===== src/rtl/div_unit.sv =====
`default_nettype none
// ============================================================================
// Module  : div_unit
// Brief   : Radix-2 restoring divider for DIV/DIVU, one quotient bit per cycle.
// Revision: 1.0 - initial release
// ============================================================================
module div_unit #(
  parameter int WIDTH = 32
) (
  input  logic             clk,
  input  logic             rst,
  input  logic             start,
  input  logic             signed_div,
  input  logic [WIDTH-1:0] a,
  input  logic [WIDTH-1:0] b,
  input  logic             flush,
  output logic             busy,
  output logic             done,
  output logic [WIDTH-1:0] hi,
  output logic [WIDTH-1:0] lo
);

  localparam int CNT_W = $clog2(WIDTH + 1);

  typedef enum logic [1:0] {
    IDLE = 2'd0,
    CALC = 2'd1,
    DONE = 2'd2
  } state_t;

  state_t            r_state;
  state_t            w_nextState;
  logic [CNT_W-1:0]  r_count;
  logic [WIDTH:0]    r_rem;
  logic [WIDTH-1:0]  r_quot;
  logic [WIDTH-1:0]  r_divisor;
  logic              r_negQuot;
  logic              r_negRem;
  logic              r_divZero;
  logic              r_done;
  logic [WIDTH-1:0]  r_hi;
  logic [WIDTH-1:0]  r_lo;

  logic              w_accept;
  logic              w_lastIter;
  logic [WIDTH:0]    w_shifted;
  logic [WIDTH:0]    w_diff;
  logic [WIDTH:0]    w_remNext;
  logic [WIDTH-1:0]  w_quotNext;
  logic [WIDTH-1:0]  w_hiRes;
  logic [WIDTH-1:0]  w_loRes;
  logic [WIDTH-1:0]  w_absA;
  logic [WIDTH-1:0]  w_absB;

  assign w_accept   = (r_state == IDLE) && start && !flush;
  assign w_lastIter = (r_state == CALC) && (r_count == CNT_W'(1));

  always_ff @(posedge clk or posedge rst) begin
    if (rst) r_state <= IDLE;
    else     r_state <= w_nextState;
  end

  always_comb begin
    w_nextState = r_state;
    busy        = 1'b0;
    case (r_state)
      IDLE: begin
        if (w_accept) begin
          w_nextState = CALC;
          busy        = 1'b1;
        end
      end
      CALC: begin
        busy = 1'b1;
        if (w_lastIter) w_nextState = DONE;
      end
      DONE:    w_nextState = IDLE;
      default: w_nextState = IDLE;
    endcase
    if (flush) w_nextState = IDLE;
  end

  // Magnitudes; the most negative value maps to unsigned 2^(WIDTH-1).
  assign w_absA = (signed_div && a[WIDTH-1]) ? -a : a;
  assign w_absB = (signed_div && b[WIDTH-1]) ? -b : b;

  assign w_shifted  = {r_rem[WIDTH-1:0], r_quot[WIDTH-1]};
  assign w_diff     = w_shifted - {1'b0, r_divisor};
  assign w_remNext  = w_diff[WIDTH] ? w_shifted : w_diff;
  assign w_quotNext = {r_quot[WIDTH-2:0], ~w_diff[WIDTH]};

  // After a divide by zero the remainder equals |a|; restoring a's sign gives raw a.
  assign w_loRes = r_divZero ? {WIDTH{1'b1}} :
                   (r_negQuot ? -w_quotNext : w_quotNext);
  assign w_hiRes = r_negRem ? -w_remNext[WIDTH-1:0] : w_remNext[WIDTH-1:0];

  always_ff @(posedge clk or posedge rst) begin
    if (rst) begin
      r_count   <= '0;
      r_rem     <= '0;
      r_quot    <= '0;
      r_divisor <= '0;
      r_negQuot <= 1'b0;
      r_negRem  <= 1'b0;
      r_divZero <= 1'b0;
      r_done    <= 1'b0;
      r_hi      <= '0;
      r_lo      <= '0;
    end else begin
      r_done <= (w_nextState == DONE);
      if (w_accept) begin
        r_count   <= CNT_W'(WIDTH);
        r_rem     <= '0;
        r_quot    <= w_absA;
        r_divisor <= w_absB;
        r_divZero <= (b == '0);
        r_negQuot <= signed_div && (a[WIDTH-1] ^ b[WIDTH-1]);
        r_negRem  <= signed_div && a[WIDTH-1];
      end else if (r_state == CALC && !flush) begin
        r_count <= r_count - CNT_W'(1);
        r_rem   <= w_remNext;
        r_quot  <= w_quotNext;
        if (w_lastIter) begin
          r_hi <= w_hiRes;
          r_lo <= w_loRes;
        end
      end
    end
  end

  assign done = r_done;
  assign hi   = r_hi;
  assign lo   = r_lo;

endmodule
`default_nettype wire


===== config.mk =====
export PLATFORM = sky130hd
export DESIGN_NAME = div_unit
export DESIGN_NICKNAME = d
export VERILOG_FILES = /design/src/rtl/div_unit.sv
export SDC_FILE = /design/constraint.sdc
export NUM_CORES = 1
export LEC_CHECK = 0
export ABC_AREA = 1
export BUFFER_PORTS_ARGS = -buffer_cell sky130_fd_sc_hd__buf_2
export CORE_ASPECT_RATIO = 1.1
export CORE_MARGIN = 2
export CORE_UTILIZATION = 60
export CTS_BUF_LIST = sky130_fd_sc_hd__clkbuf_2
export DETAILED_ROUTE_END_ITERATION = 16
export GPL_ROUTABILITY_DRIVEN = 0
export PLACE_DENSITY = 0.92
export SLEW_MARGIN = 10
export SYNTH_ARGS = -nofsm -noshare
export SYNTH_HDL_FRONTEND = slang
export SYNTH_SLANG_ARGS = --single-unit

===== constraint.sdc =====
create_clock -name clk -period 7.8 [get_ports clk]
set_input_delay 1.56 -clock clk [delete_from_list [all_inputs] [get_ports clk]]
set_output_delay 1.56 -clock clk [all_outputs]
set_load 0.05 [all_outputs]

* After elaboration in Yosys (flattened, before gate mapping)
Index checks and enable logic that the tools add are counted.
Storage, ports and cells: word-level logic and storage cells 53, input port bits 69, output and inout bits 66, flip-flop bits (word level) 172
Operators by class: eq/ne operators 3, bitwise logic cells 3, reduce and logical (&&, ||, !) cells 12, muxes and demuxes 18, add/subtract/negate cells 6
Operator list (number):
- two-way mux 32 bit | 10
- negation 32 bit | 4
- subtractor 33 x 32 -> 33 bit | 1
- zero test 32 bit | 1
- two-way mux 6 bit | 2
- logical AND 1 bit | 7
- == test 6 x 1 -> 1 bit, second input constant | 1
- two-way mux 2 bit | 3
- subtractor 6 x 1 -> 6 bit, second input constant | 1
- case mux 2 bit (2 select lines) | 1
- AND reduction 3 bit | 1
- == test 2 x 1 -> 1 bit, second input constant | 1
- == test 2 bit, second input constant | 1
- zero test 2 bit | 1
- NOT 1 bit | 2
- case mux 1 bit (2 select lines) | 1
- nonzero test 2 bit | 1
- zero test 1 bit | 1
- two-way mux 1 bit | 1
- bitwise XOR 1 bit | 1

* Logic depth before layout (Yosys ltp)
Gate-level depths: netlist (run 1).
word-level depth 7, gate-level depth with buffers 32, mapped depth without buffers 31

* Worst setup path before layout (run 1)
Ideal clock, no wire load.
kind input-to-output, start input port flush, end output port busy, cell stages on the path 5, setup slack 3615 ps, data arrival time 2625 ps, required time 6240 ps, cell sequence nor2_1 -> nand3_1 -> clkbuf_1 -> clkbuf_1 -> nand2_1
Between the ends: longest elaborated chain between the ends 4
RTL lines:
- start, declared | line 16 | input logic flush,
- zero test 1 bit | line 55 | assign w_accept = (r_state == IDLE) && start && !flush;
- logical AND 1 bit | line 55
- two-way mux 1 bit | line 68 | if (w_accept) begin
- case mux 1 bit (2 select lines) | line 66 | case (r_state)
- end, declared | line 17 | output logic busy,
Every way passes these cells.

* Worst setup path after layout (run 1)
start register r_quot[31], end register r_lo[28], in the netlist lo[28]
Between the ends: longest elaborated chain between the ends 5
RTL lines:
- start, declared | line 35 | logic [WIDTH-1:0] r_quot;
- start signal, assigned | line 114 | r_quot <= w_absA;
- start signal, assigned | line 122 | r_quot <= w_quotNext;
- subtractor 33 x 32 -> 33 bit | line 88 | assign w_diff = w_shifted - {1'b0, r_divisor};
- NOT 1 bit | line 90 | assign w_quotNext = {r_quot[WIDTH-2:0], ~w_diff[WIDTH]};
- negation 32 bit | line 94 | (r_negQuot ? -w_quotNext : w_quotNext);
- two-way mux 32 bit | line 94
- two-way mux 32 bit | line 93 | assign w_loRes = r_divZero ? {WIDTH{1'b1}} :
- end signal, assigned | line 125 | r_lo <= w_loRes;
- end, declared | line 42 | logic [WIDTH-1:0] r_lo;
Every way passes these cells. A chain may end at the register's enable or synchronous reset.

==> results.txt, run 1 <==
----------------------------------------------------
[Synth]
  Top-area cell type share of the netlist area ... 0.3233
  Flip-flop and latch count after synthesis ... 172
  Mux share of post-synthesis cell area ... 0
  Number of enable flip-flop cells after synthesis ... 0
  Warnings from Yosys ... 0
  Synthesized area divided by synthesized cell count ... 6.327 um2
  Syn nets ... 2,212
  Fraction of the yosys area taken by sequential cells ... 0.3233
  Synth async-reset ratio ... 1.000
  Synth Flop Type ... sky130_fd_sc_hd__dfrtp_1
  Main combinational cell family by area after synthesis ... simple AND/OR/NAND/NOR gates
  Synth Area in XOR/XNOR ... 0.04343
  Largest cells by area after synthesis ... sky130_fd_sc_hd__dfrtp_1, sky130_fd_sc_hd__nand2_1, sky130_fd_sc_hd__inv_1, sky130_fd_sc_hd__nor2_1, sky130_fd_sc_hd__nand3_1
  Area fraction in and, or, nand and nor cells after synthesis ... 0.3732
  Most area-hungry cell type in the Yosys netlist ... sky130_fd_sc_hd__dfrtp_1
  Adder-cell share of the synthesized area ... 0.03722
  Count of different cell masters after synthesis ... 47
  Count of mapped cells out of synthesis ... 2,104
  Share of the synthesized area in compound gates (AO/OA/AOI/OAI) ... 0.1103
  Synthesized cell area ... 13,310 um2

[Clocking]
  Post-CTS Setup Repair Bufs ... 0
  Worst-path clk slew ... 0.29 ns
  Clock root cell ... sky130_fd_sc_hd__clkbuf_2
  Post-CTS Hold Buffers ... 0
  Post-cts resize count ... 0
  TritonCTS clock tree ... done
  # clock sinks ... 172
  TritonCTS buffer count ... 17
  Latest clock arrival within the worst-skew pair ... 0.84 ns
  Number of levels in the clock H-tree ... 4
  Max Root-Sink Buffers ... 2

[Routing]
  DRC violations left ... 0
  First-pass DRT Iterations ... 6
  Vias post-DR ... 14,420
  Routed len/inst ... 15.79 um
  Post-detailed-route via-to-cell ratio ... 5.747
  Drt total wl ... 39,620 um
  ANT nets after route ... 0
  Detailed Route Iter0 Violations ... 1,570

[Floorplanning]
  Width of the die ... 146.0 um
  Std-Cell Core Area ... 21,970 um2
  Num rows ... 57
  Effective utilization at floorplan ... 0.6060
  Floorplan die area ... 23,390 um2
  Ports placed on the boundary ... 135
  Die extent in y ... 160.2 um

[Timing]
  Final setup skew ... 0.05291 ns
  Transition at the pin with the smallest max-transition slack ... 1.238 ns
  Maximum operating frequency ... 206.3 MHz
  Min Tclk post-route ... 4.847 ns
  Final-report max-slew violation count ... 0
  Setup repair after global routing missed its margin ... false
  Worst max-slew margin expressed relative to the limit ... 0.1749
  Share of the clock period used by the worst path after layout ... 0.6215
  Final Hold Fails ... 0
  Total setup violations reported at the end of the flow ... 0
  Smallest setup slack after layout ... 2.953 ns
  Summed negative setup slack over all endpoints ... 0 ns

[Layout]
  Area added between synthesis and finish ... 7.989%
  Share of layout cells above drive strength 1 ... 0.1017
  NumNets Final ... 2,307
  Leading cell type in the layout, fill and taps excluded ... sky130_fd_sc_hd__nand2_1
  Highest-count cells in the layout ignoring fill and taps ... sky130_fd_sc_hd__nand2_1, sky130_fd_sc_hd__inv_1, sky130_fd_sc_hd__nor2_1, sky130_fd_sc_hd__dfrtp_1, sky130_fd_sc_hd__nand3_1

[Global route]
  GR Overflow Total ... 0
  Vias in the first global route ... 13,700
  Initial antenna violation count ... 1
  GRT Total Usage ... 0.3439
  Maximum number of pins on one net before global-route repair ... 112
  First-pass GRT wire length ... 65,550 um

[Placed design]
  DP HPWL ... 30,180 um
  Post-Place Worst Slack ... 3.179 ns
  Port buffer count ... 134

[Power]
  Leakage power total ... 8.031 nW
  Maximum ir drop on the vdd rail ... 0.0002254 V
  Power Dens Cells ... 490.2 nW/um2
  Pwr Total ... 7.046 mW
  Clk network pwr share ... 0.073
  Switching power share of the total ... 0.6008
  Share of total power in combinational logic ... 0.710
  Internal power ... 2.813 mW
  P_sw ... 4.233 mW
  Sequential share of power ... 0.217

[Setup path]
  Most frequent CP cell ... sky130_fd_sc_hd__nand2_1
  Kind of critical path ... register to register
  Type of element launching the critical path ... register
  Maximum cell stage delay along the critical path ... 0.40 ns
  Number of cells on the worst reg-to-reg path ... 31
  Crit path max fanout ... 44
  Required time of the worst setup path ... 8.60 ns
  Endpoint arrival time on the critical path ... 5.65 ns
  Worst reg2reg setup slack ... 2.95 ns
  Critical R2R Launch ... r_quot[31]
  Worst-path cell with the longest stage delay ... sky130_fd_sc_hd__fa_1
  Capture instance of the worst register-to-register path ... lo[28]
  Worst setup EP type ... register
  Worst setup path startpoint ... r_quot[31]
  Capture point of the worst path ... lo[28]

[Run status]
  Result of the run ... completed

[Hold path]
  HP Start ... hi[11]
  Type of the worst min-delay path ... register to register

[Run]
  Count of max-cap constraint violations ... 0

----------------------------------------------------
[Yosys cell counts (9+ instances only)]
cell type / number
sky130_fd_sc_hd__nand2_1: 717
sky130_fd_sc_hd__inv_1: 312
sky130_fd_sc_hd__nor2_1: 217
sky130_fd_sc_hd__dfrtp_1: 172
sky130_fd_sc_hd__nand3_1: 155
sky130_fd_sc_hd__o21ai_0: 128
sky130_fd_sc_hd__xor2_1: 51
sky130_fd_sc_hd__o22ai_1: 45
sky130_fd_sc_hd__clkbuf_1: 43
sky130_fd_sc_hd__ha_1: 38
sky130_fd_sc_hd__a21oi_1: 35
sky130_fd_sc_hd__nor3_1: 21
sky130_fd_sc_hd__nand4_1: 19
sky130_fd_sc_hd__nand2_2: 16
sky130_fd_sc_hd__xnor2_1: 15
sky130_fd_sc_hd__a31oi_1: 12
sky130_fd_sc_hd__o221ai_1: 11
sky130_fd_sc_hd__nand3b_1: 10
sky130_fd_sc_hd__nor2_2: 10
sky130_fd_sc_hd__o211ai_1: 9
[power by group through the flow]
| stage | Sequential [mW] | Clock [mW] | Combinational [mW] |
|---|---|---|---|
| after global placement | 1.52 | 0 | 4.73 |
| after global routing | 1.56 | 0.544 | 5.52 |
| after CTS | 1.51 | 0.515 | 4.88 |
| after detailed placement | 1.53 | 0 | 4.85 |
| final | 1.53 | 0.512 | 5.01 |
| after floorplan | 2.02 | 0 | 3.24 |
[sequential cells by signal, indices dropped and copies added, names as in the netlist, 2 cells and up]
| register | cells |
|---|---|
| r_count | 6 |
| r_state | 2 |
| hi | 32 |
| r_rem | 32 |
| r_divisor | 32 |
| r_quot | 32 |
| lo | 32 |
[per-stage QoR]
stage,instances,hold slack (ns),util,instance area (um2)
floorplan,2104,0.4515,-,13310
global placement,2475,0.4641,0.6425,14110
detailed placement,2475,0.4631,0.6425,14110
CTS,2507,0.5141,0.6542,14370
global route,2508,0.5448,0.6543,14370
finish,2509,0.5103,0.6544,14380
[kinds of logic after synthesis]
family	Yosys count
flops	172
fa+ha+maj	39
simple gates	1190
buf+inv	381
xor+xnor	66
compound gates	256
[layout make-up]
class | count | area [um2]
fill | 1974 | 7591
tap | 295 | 369.1
multi-input combinational | 1551 | 7521
antenna | 2 | 5.005
timing repair buffer | 142 | 730.7
sequential | 172 | 4304
inverter | 315 | 1187
clock buffer | 18 | 90.09
clock inverter | 14 | 167.7
[critical path: cells and delay by family (launching register included)]
kind	cells	cell delay, ns
AO/OA/AOI/OAI	1	0.08
AND/OR/NAND/NOR	24	3.15
buffers and inverters	3	0.25
flip-flops	1	0.39
adder cells (fa/ha/maj)	3	0.94
[per-layer routing]
layer / up-vias / global-route usage / part of all wire
met5: - / 0 / 0
met2: 817 / 0.5663 / 0.46
met4: 0 / 0.2198 / 0.072
li1: 6828 / - / -
met1: 6557 / 0.4155 / 0.38
met3: 218 / 0.06400 / 0.090
[worst min path at each step]
stage	end	cells after the start	slack, ns
after floorplan	r_count[5]	2	0.45
after global placement	hi[10]	2	0.46
after detailed placement	hi[11]	2	0.46
after CTS	hi[11]	2	0.51
after global routing	r_count[3]	1	0.54
final	hi[11]	2	0.51
(Power assumes the default switching activity.)
==> run 2: changes to the inputs <==
==> constraint.sdc (replaced) <==
create_clock -name clk -period 5.05 [get_ports clk]
set_input_delay 1.01 -clock clk [delete_from_list [all_inputs] [get_ports clk]]
set_output_delay 1.01 -clock clk [all_outputs]
set_load 0.05 [all_outputs]
==> run 2 against run 1 <==
  * Flip-flop and latch count unchanged
  * Via count fell by 0.51%
  * Power up 54%
  * Design area increased by 0.45%
  * First-iteration DRC count shrank 9.4%
  * Combinational power grew 55%
  * Worst setup slack lost 2.3 ns
  * Worst hold slack worse by 0.14 ns
  * Clock skew fell by 0.012 ns
  * Core utilization increased by 0.30 points
  * Non-clock buffer count up 5
  * Critical path type unchanged
  * Highest routed layer unchanged
==> results.txt, run 2 (synthesis gave the netlist of run 1 again) <==
----------------------------------------------------
[Clocking]
  Latest clock arrival within the worst-skew pair ... 0.84 ns (about the same)
  Post-CTS Hold Buffers ... 0 (unchanged)
  # clock sinks ... 172 (unchanged)
  TritonCTS buffer count ... 17 (unchanged)
  Worst-path clk slew ... 0.32 ns (+0.03 ns)
  Number of levels in the clock H-tree ... 4 (unchanged)
  Post-CTS Setup Repair Bufs ... 0 (unchanged)
  Clock root cell ... sky130_fd_sc_hd__clkbuf_2
  Max Root-Sink Buffers ... 2 (unchanged)
  Post-cts resize count ... 0 (unchanged)
  TritonCTS clock tree ... done

[Timing]
  Share of the clock period used by the worst path after layout ... 0.8675 (+0.2460)
  Final-report max-slew violation count ... 0 (unchanged)
  Worst max-slew margin expressed relative to the limit ... 0.3458 (+0.1709)
  Final Hold Fails ... 0 (unchanged)
  Maximum operating frequency ... 228.3 MHz (+11%)
  Final setup skew ... 0.04053 ns (-0.01238 ns)
  Summed negative setup slack over all endpoints ... 0 ns (unchanged)
  Setup repair after global routing missed its margin ... false
  Total setup violations reported at the end of the flow ... 0 (unchanged)
  Min Tclk post-route ... 4.381 ns (-0.4668 ns)
  Transition at the pin with the smallest max-transition slack ... 0.9813 ns (-0.2564 ns)

[Layout]
  Number of filler instances in the final layout ... 1,933 (-2.1%)
  Highest-count cells in the layout ignoring fill and taps ... sky130_fd_sc_hd__nand2_1, sky130_fd_sc_hd__inv_1, sky130_fd_sc_hd__nor2_1, sky130_fd_sc_hd__dfrtp_1, sky130_fd_sc_hd__nand3_1
  Leading cell type in the layout, fill and taps excluded ... sky130_fd_sc_hd__nand2_1
  Share of layout cells above drive strength 1 ... 0.1037 (+0.002026)
  NumNets Final ... 2,312 (+0.22%)
  Layout Cells excl Fill ... 2,517 (+0.32%)
  Post-Route Utilization ... 0.6574 (+0.002962)
  Area added between synthesis and finish ... 8.478%

[Routing]
  ANT nets after route ... 0 (unchanged)
  Post-detailed-route via-to-cell ratio ... 5.700 (-0.83%)
  Drt total wl ... 39,020 um (-1.5%)
  Vias post-DR ... 14,350 (-0.51%)
  First-pass DRT Iterations ... 7 (+1)
  DRC violations left ... 0 (unchanged)
  Detailed Route Iter0 Violations ... 1,422 (-9.4%)
  Routed len/inst ... 15.50 um (-1.8%)

[Global route]
  GR Overflow Total ... 0 (unchanged)
  Initial antenna violation count ... 1 (unchanged)
  First-pass GRT wire length ... 62,600 um (-4.5%)
  Maximum number of pins on one net before global-route repair ... 173 (+54%)
  Vias in the first global route ... 13,140 (-4.1%)
  GRT Total Usage ... 0.3301 (-0.01379)

[Floorplanning]
  Num rows ... 57 (unchanged)
  Ports placed on the boundary ... 135 (unchanged)
  Width of the die ... 146.0 um (unchanged)
  Std-Cell Core Area ... 21,970 um2 (unchanged)
  Floorplan die area ... 23,390 um2 (unchanged)
  Effective utilization at floorplan ... 0.6060 (unchanged)
  Die extent in y ... 160.2 um (unchanged)

[Setup path]
  Required time of the worst setup path ... 5.84 ns (-2.76 ns)
  Capture instance of the worst register-to-register path ... lo[26]
  Worst reg2reg setup slack ... 0.67 ns (-2.28 ns)
  Endpoint arrival time on the critical path ... 5.17 ns (-0.48 ns)
  Worst setup EP type ... register
  Kind of critical path ... register to register
  Type of element launching the critical path ... register
  Crit path max fanout ... 14 (-68%)
  Critical R2R Launch ... r_rem[17]
  Number of cells on the worst reg-to-reg path ... 25 (-19%)

[Placed design]
  Port buffer count ... 134 (unchanged)
  DP HPWL ... 29,610 um (-1.9%)
  Post-placement cell count ... 2,480 (+0.20%)

[Power]
  Leakage power total ... 8.053 nW (+0.27%)
  Maximum ir drop on the vdd rail ... 0.0003839 V (+70%)
  Power Dens Cells ... 753.7 nW/um2 (+54%)
  Pwr Total ... 10.88 mW (+54%)

[Hold path]
  Type of the worst min-delay path ... input port to async pin

[Run]
  Count of max-cap constraint violations ... 0 (unchanged)

[Run status]
  Result of the run ... completed

----------------------------------------------------
## run 2: stage by stage
| stage | area [um2] | setup slack (ns) | hold WS (ns) |
|---|---|---|---|
| 2_1_floorplan | 13320 | 1.178 | 0.4515 |
| 3_3_place_gp | 14160 | 0.9233 | 0.4606 |
| 3_5_place_dp | 14160 | 0.7876 | 0.4638 |
| 4_1_cts | 14430 | 0.7487 | 0.4207 |
| 5_1_grt | 14440 | 0.1259 | 0.4481 |
| 6_report | 14440 | 0.6693 | 0.3736 |
## run 2: worst max-delay path by stage
stage / start / cells after the start / end / slack, ns
6_report: r_rem[17] / 25 / lo[26] / 0.67
5_1_grt: r_divisor[0] / 28 / lo[26] / 0.13
4_1_cts: r_divisor[0] / 28 / lo[26] / 0.75
3_5_place_dp: r_quot[31] / 29 / lo[26] / 0.79
3_3_place_gp: r_quot[31] / 29 / lo[26] / 0.92
2_1_floorplan: r_quot[31] / 30 / lo[26] / 1.18
## run 2: layer usage
metal	vias up	wire, um	track usage
met4	0	2354	0.1862
met3	174	3435	0.05829
li1	6842	-	-
met2	829	18260	0.5555
met1	6501	14970	0.4008
met5	-	0	0
## run 2: final cells by class
type                    instances  area [um2]  area share
diodes                          5       12.51   0.0008665
clock buffers                  17       85.08    0.005892
clock inverters                15       181.4     0.01256
inverters                     315        1186     0.08214
multi-input cells            1551        7521      0.5208
flip-flops and latches        172        4304      0.2981
well taps                     295       369.1     0.02556
repair buffers                147       780.7     0.05407
## run 2: report_power, final
| part | switching (mW) | internal [mW] | total, mW |
|---|---|---|---|
| Sequential | 0.415 | 1.91 | 2.32 |
| Combinational | 5.52 | 2.25 | 7.76 |
| Clock | 0.619 | 0.179 | 0.798 |
| Total | 6.55 | 4.33 | 10.9 |
## run 2: critical path: stages (launching register included)
cell and delay [ns]:
sky130_fd_sc_hd__dfrtp_1 0.50, sky130_fd_sc_hd__ha_1 0.39, sky130_fd_sc_hd__nand2_2 0.14, sky130_fd_sc_hd__inv_2 0.04, sky130_fd_sc_hd__nand2_1 0.06, sky130_fd_sc_hd__nand2_1 0.07, sky130_fd_sc_hd__nand2_1 0.07, sky130_fd_sc_hd__nand2_1 0.10
sky130_fd_sc_hd__a21oi_4 0.25, sky130_fd_sc_hd__nand3_2 0.32, sky130_fd_sc_hd__nand2_4 0.19, sky130_fd_sc_hd__ha_1 0.23, sky130_fd_sc_hd__nand4_1 0.16, sky130_fd_sc_hd__nor3_1 0.35, sky130_fd_sc_hd__nand2_1 0.10, sky130_fd_sc_hd__nor2_1 0.15
sky130_fd_sc_hd__nand3_1 0.15, sky130_fd_sc_hd__nor2_1 0.17, sky130_fd_sc_hd__nand3_1 0.13, sky130_fd_sc_hd__nor2_1 0.17, sky130_fd_sc_hd__nand2_1 0.10, sky130_fd_sc_hd__o21ai_0 0.20, sky130_fd_sc_hd__or2_2 0.14, sky130_fd_sc_hd__nand3_1 0.05
sky130_fd_sc_hd__o21ai_0 0.07, sky130_fd_sc_hd__inv_1 0.05
==> run 3: changes to the inputs <==
--- a/config.mk
+++ b/config.mk
@@ -7,7 +7,6 @@
 export LEC_CHECK = 0
 export ABC_AREA = 1
 export BUFFER_PORTS_ARGS = -buffer_cell sky130_fd_sc_hd__buf_2
-export CORE_ASPECT_RATIO = 1.1
 export CORE_MARGIN = 2
 export CORE_UTILIZATION = 60
 export CTS_BUF_LIST = sky130_fd_sc_hd__clkbuf_2
==> run 3 against run 2 <==
  * Clock-buffer cell count is the same
  * Worst hold slack lost 0.031 ns
  * Largest power group unchanged
  * Combinational power is essentially flat
  * Critical path depth is the same
  * Routed wire length grew 0.68%
==> results.txt, run 3 (synthesis gave the netlist of run 1 again) <==
----------------------------------------------------
[Timing]
  Final Hold Fails ... 0 (unchanged)
  Smallest setup slack after layout ... 0.5849 ns (-0.08443 ns)
  Maximum operating frequency ... 224.0 MHz (-1.9%)
  Transition at the pin with the smallest max-transition slack ... 1.232 ns (+0.2504 ns)
  Min Tclk post-route ... 4.465 ns (+0.08443 ns)
  Total setup violations reported at the end of the flow ... 0 (unchanged)
  Setup repair after global routing missed its margin ... false
  Final-report max-slew violation count ... 0 (unchanged)
  Summed negative setup slack over all endpoints ... 0 ns (unchanged)
  Share of the clock period used by the worst path after layout ... 0.8842 (+0.01672)
  Final setup skew ... 0.05364 ns (+0.01310 ns)
  Worst max-slew margin expressed relative to the limit ... 0.1788 (-0.1670)

[Routing]
  Drt total wl ... 39,290 um (+0.68%)
  Detailed Route Iter0 Violations ... 1,431 (+0.63%)
  ANT nets after route ... 0 (unchanged)
  Vias post-DR ... 14,330 (-0.11%)
  First-pass DRT Iterations ... 8 (+1)
  Post-detailed-route via-to-cell ratio ... 5.732 (+0.57%)
  Routed len/inst ... 15.72 um (+1.4%)
  DRC violations left ... 0 (unchanged)

[Clocking]
  Post-cts resize count ... 0 (unchanged)
  Post-CTS Setup Repair Bufs ... 0 (unchanged)
  TritonCTS clock tree ... done
  TritonCTS buffer count ... 17 (unchanged)
  Clock root cell ... sky130_fd_sc_hd__clkbuf_2
  # clock sinks ... 172 (unchanged)
  Latest clock arrival within the worst-skew pair ... 0.82 ns (-0.02 ns)
  Number of levels in the clock H-tree ... 4 (unchanged)
  Post-CTS Hold Buffers ... 0 (unchanged)
  Worst-path clk slew ... 0.29 ns (-0.03 ns)
  Max Root-Sink Buffers ... 2 (unchanged)

[Power]
  Leakage power total ... 8.063 nW (+0.13%)
  Power Dens Cells ... 756.3 nW/um2 (+0.34%)
  Maximum ir drop on the vdd rail ... 0.0003742 V (-2.5%)

[Global route]
  GR Overflow Total ... 0 (unchanged)
  Maximum number of pins on one net before global-route repair ... 80 (-54%)
  Initial antenna violation count ... 3 (+2)
  First-pass GRT wire length ... 63,740 um (+1.8%)
  Vias in the first global route ... 13,210 (+0.50%)
  GRT Total Usage ... 0.3349 (+0.004809)

[Setup path]
  Critical R2R Launch ... r_rem[9]
  Type of element launching the critical path ... register
  Capture instance of the worst register-to-register path ... lo[26]
  Worst reg2reg setup slack ... 0.58 ns (-0.08 ns)
  Required time of the worst setup path ... 5.78 ns (-0.06 ns)
  Crit path max fanout ... 14 (unchanged)
  Kind of critical path ... register to register
  Number of cells on the worst reg-to-reg path ... 25 (unchanged)
  Worst setup EP type ... register
  Endpoint arrival time on the critical path ... 5.19 ns (+0.02 ns)

[Floorplanning]
  Ports placed on the boundary ... 135 (unchanged)
  Width of the die ... 153.0 um (+4.7%)
  Num rows ... 54 (-5.3%)
  Effective utilization at floorplan ... 0.6100 (+0.003961)
  Floorplan die area ... 23,390 um2 (about the same)
  Die extent in y ... 153.0 um (-4.5%)
  Std-Cell Core Area ... 21,820 um2 (-0.65%)

[Placed design]
  DP HPWL ... 30,200 um (+2.0%)
  Post-Place Worst Slack ... 0.7946 ns (+0.006998 ns)
  Port buffer count ... 134 (unchanged)

[Layout]
  NumNets Final ... 2,314 (+0.087%)
  Number of filler instances in the final layout ... 1,890 (-2.2%)
  Share of layout cells above drive strength 1 ... 0.1046 (+0.0008078)
  Area added between synthesis and finish ... 8.299%
  Highest-count cells in the layout ignoring fill and taps ... sky130_fd_sc_hd__nand2_1, sky130_fd_sc_hd__inv_1, sky130_fd_sc_hd__nor2_1, sky130_fd_sc_hd__dfrtp_1, sky130_fd_sc_hd__nand3_1
  Leading cell type in the layout, fill and taps excluded ... sky130_fd_sc_hd__nand2_1

[Hold path]
  Type of the worst min-delay path ... input port to async pin

[Run status]
  Result of the run ... completed

[Run]
  Count of max-cap constraint violations ... 0 (unchanged)

----------------------------------------------------
[run 3: cell types whose count changed in the layout (fill, tap and decap cells not counted)]
| cell | previous run | this run |
|---|---|---|
| sky130_fd_sc_hd__buf_4 | 12 | 14 |
| sky130_fd_sc_hd__bufinv_16 | 0 | 1 |
| sky130_fd_sc_hd__clkinv_2 | 0 | 1 |
| sky130_fd_sc_hd__clkinv_8 | 4 | 1 |
| sky130_fd_sc_hd__diode_2 | 5 | 1 |
| sky130_fd_sc_hd__inv_12 | 1 | 0 |
| sky130_fd_sc_hd__inv_6 | 2 | 3 |
| sky130_fd_sc_hd__inv_8 | 5 | 6 |
[run 3: report_power, final]
group / switching (mW) / total [mW] / internal [mW]
Sequential: 0.439 / 2.35 / 1.91
Clock: 0.588 / 0.801 / 0.212
Combinational: 5.51 / 7.76 / 2.24
Total: 6.54 / 10.9 / 4.36
[run 3: through the flow]
stage / hold slack (ns) / power, mW / instance area (um2) / std cells / util
after detailed placement: 0.4659 / 9.884 / 14160 / 2467 / 0.6487
after floorplan: 0.4515 / 8.118 / 13320 / 2104 / -
after global placement: 0.4611 / 9.635 / 14160 / 2467 / 0.6487
final: 0.3429 / 10.90 / 14420 / 2500 / 0.6606
after CTS: 0.3501 / 10.69 / 14410 / 2499 / 0.6605
after global routing: 0.3391 / 11.79 / 14420 / 2500 / 0.6606
[run 3: critical path, stage by stage (launching register included)]
cell	delay [ns]
sky130_fd_sc_hd__dfrtp_1	0.49
sky130_fd_sc_hd__ha_1	0.37
sky130_fd_sc_hd__nand2_1	0.16
sky130_fd_sc_hd__inv_1	0.06
sky130_fd_sc_hd__nand2_1	0.07
sky130_fd_sc_hd__nand2_1	0.12
sky130_fd_sc_hd__a21oi_2	0.23
sky130_fd_sc_hd__nand2_2	0.11
sky130_fd_sc_hd__nand2_4	0.11
sky130_fd_sc_hd__nand3_2	0.27
sky130_fd_sc_hd__nand2_4	0.20
sky130_fd_sc_hd__ha_1	0.22
sky130_fd_sc_hd__nand4_1	0.14
sky130_fd_sc_hd__nor3_1	0.40
sky130_fd_sc_hd__nand2_1	0.10
sky130_fd_sc_hd__nor2_1	0.17
sky130_fd_sc_hd__nand3_1	0.14
sky130_fd_sc_hd__nor2_1	0.15
sky130_fd_sc_hd__nand3_1	0.10
sky130_fd_sc_hd__nor2_1	0.14
sky130_fd_sc_hd__nand2_1	0.10
sky130_fd_sc_hd__o21ai_0	0.19
sky130_fd_sc_hd__or2_2	0.14
sky130_fd_sc_hd__nand3_1	0.05
sky130_fd_sc_hd__o21ai_0	0.08
sky130_fd_sc_hd__inv_1	0.07
[run 3: per-layer routing]
layer | vias up | share of wire | track usage
met5 | - | 0.00066 | 0
met4 | 4 | 0.046 | 0.1587
met1 | 6469 | 0.39 | 0.4291
li1 | 6851 | - | -
met3 | 150 | 0.11 | 0.07372
met2 | 856 | 0.46 | 0.5420
[run 3: final cells by class]
cell class / count / area, um2 / share of cell area
Clock buffer: 17 / 85.08 / 0.005902
Timing Repair Buffer: 149 / 795.8 / 0.05520
Multi-Input combinational cell: 1551 / 7521 / 0.5217
Clock inverter: 15 / 171.4 / 0.01189
Inverter: 315 / 1186 / 0.08228
Tap cell: 280 / 350.3 / 0.02430
Sequential cell: 172 / 4304 / 0.2986
Antenna cell: 1 / 2.502 / 0.0001736
[run 3: worst max path at each step]
stage	start	endpoint
floorplan	r_quot[31]	lo[26]
global route	r_rem[10]	lo[26]
finish	r_rem[9]	lo[26]
detailed placement	r_quot[31]	lo[26]
global placement	r_quot[31]	lo[26]
CTS	r_rem[9]	lo[26]
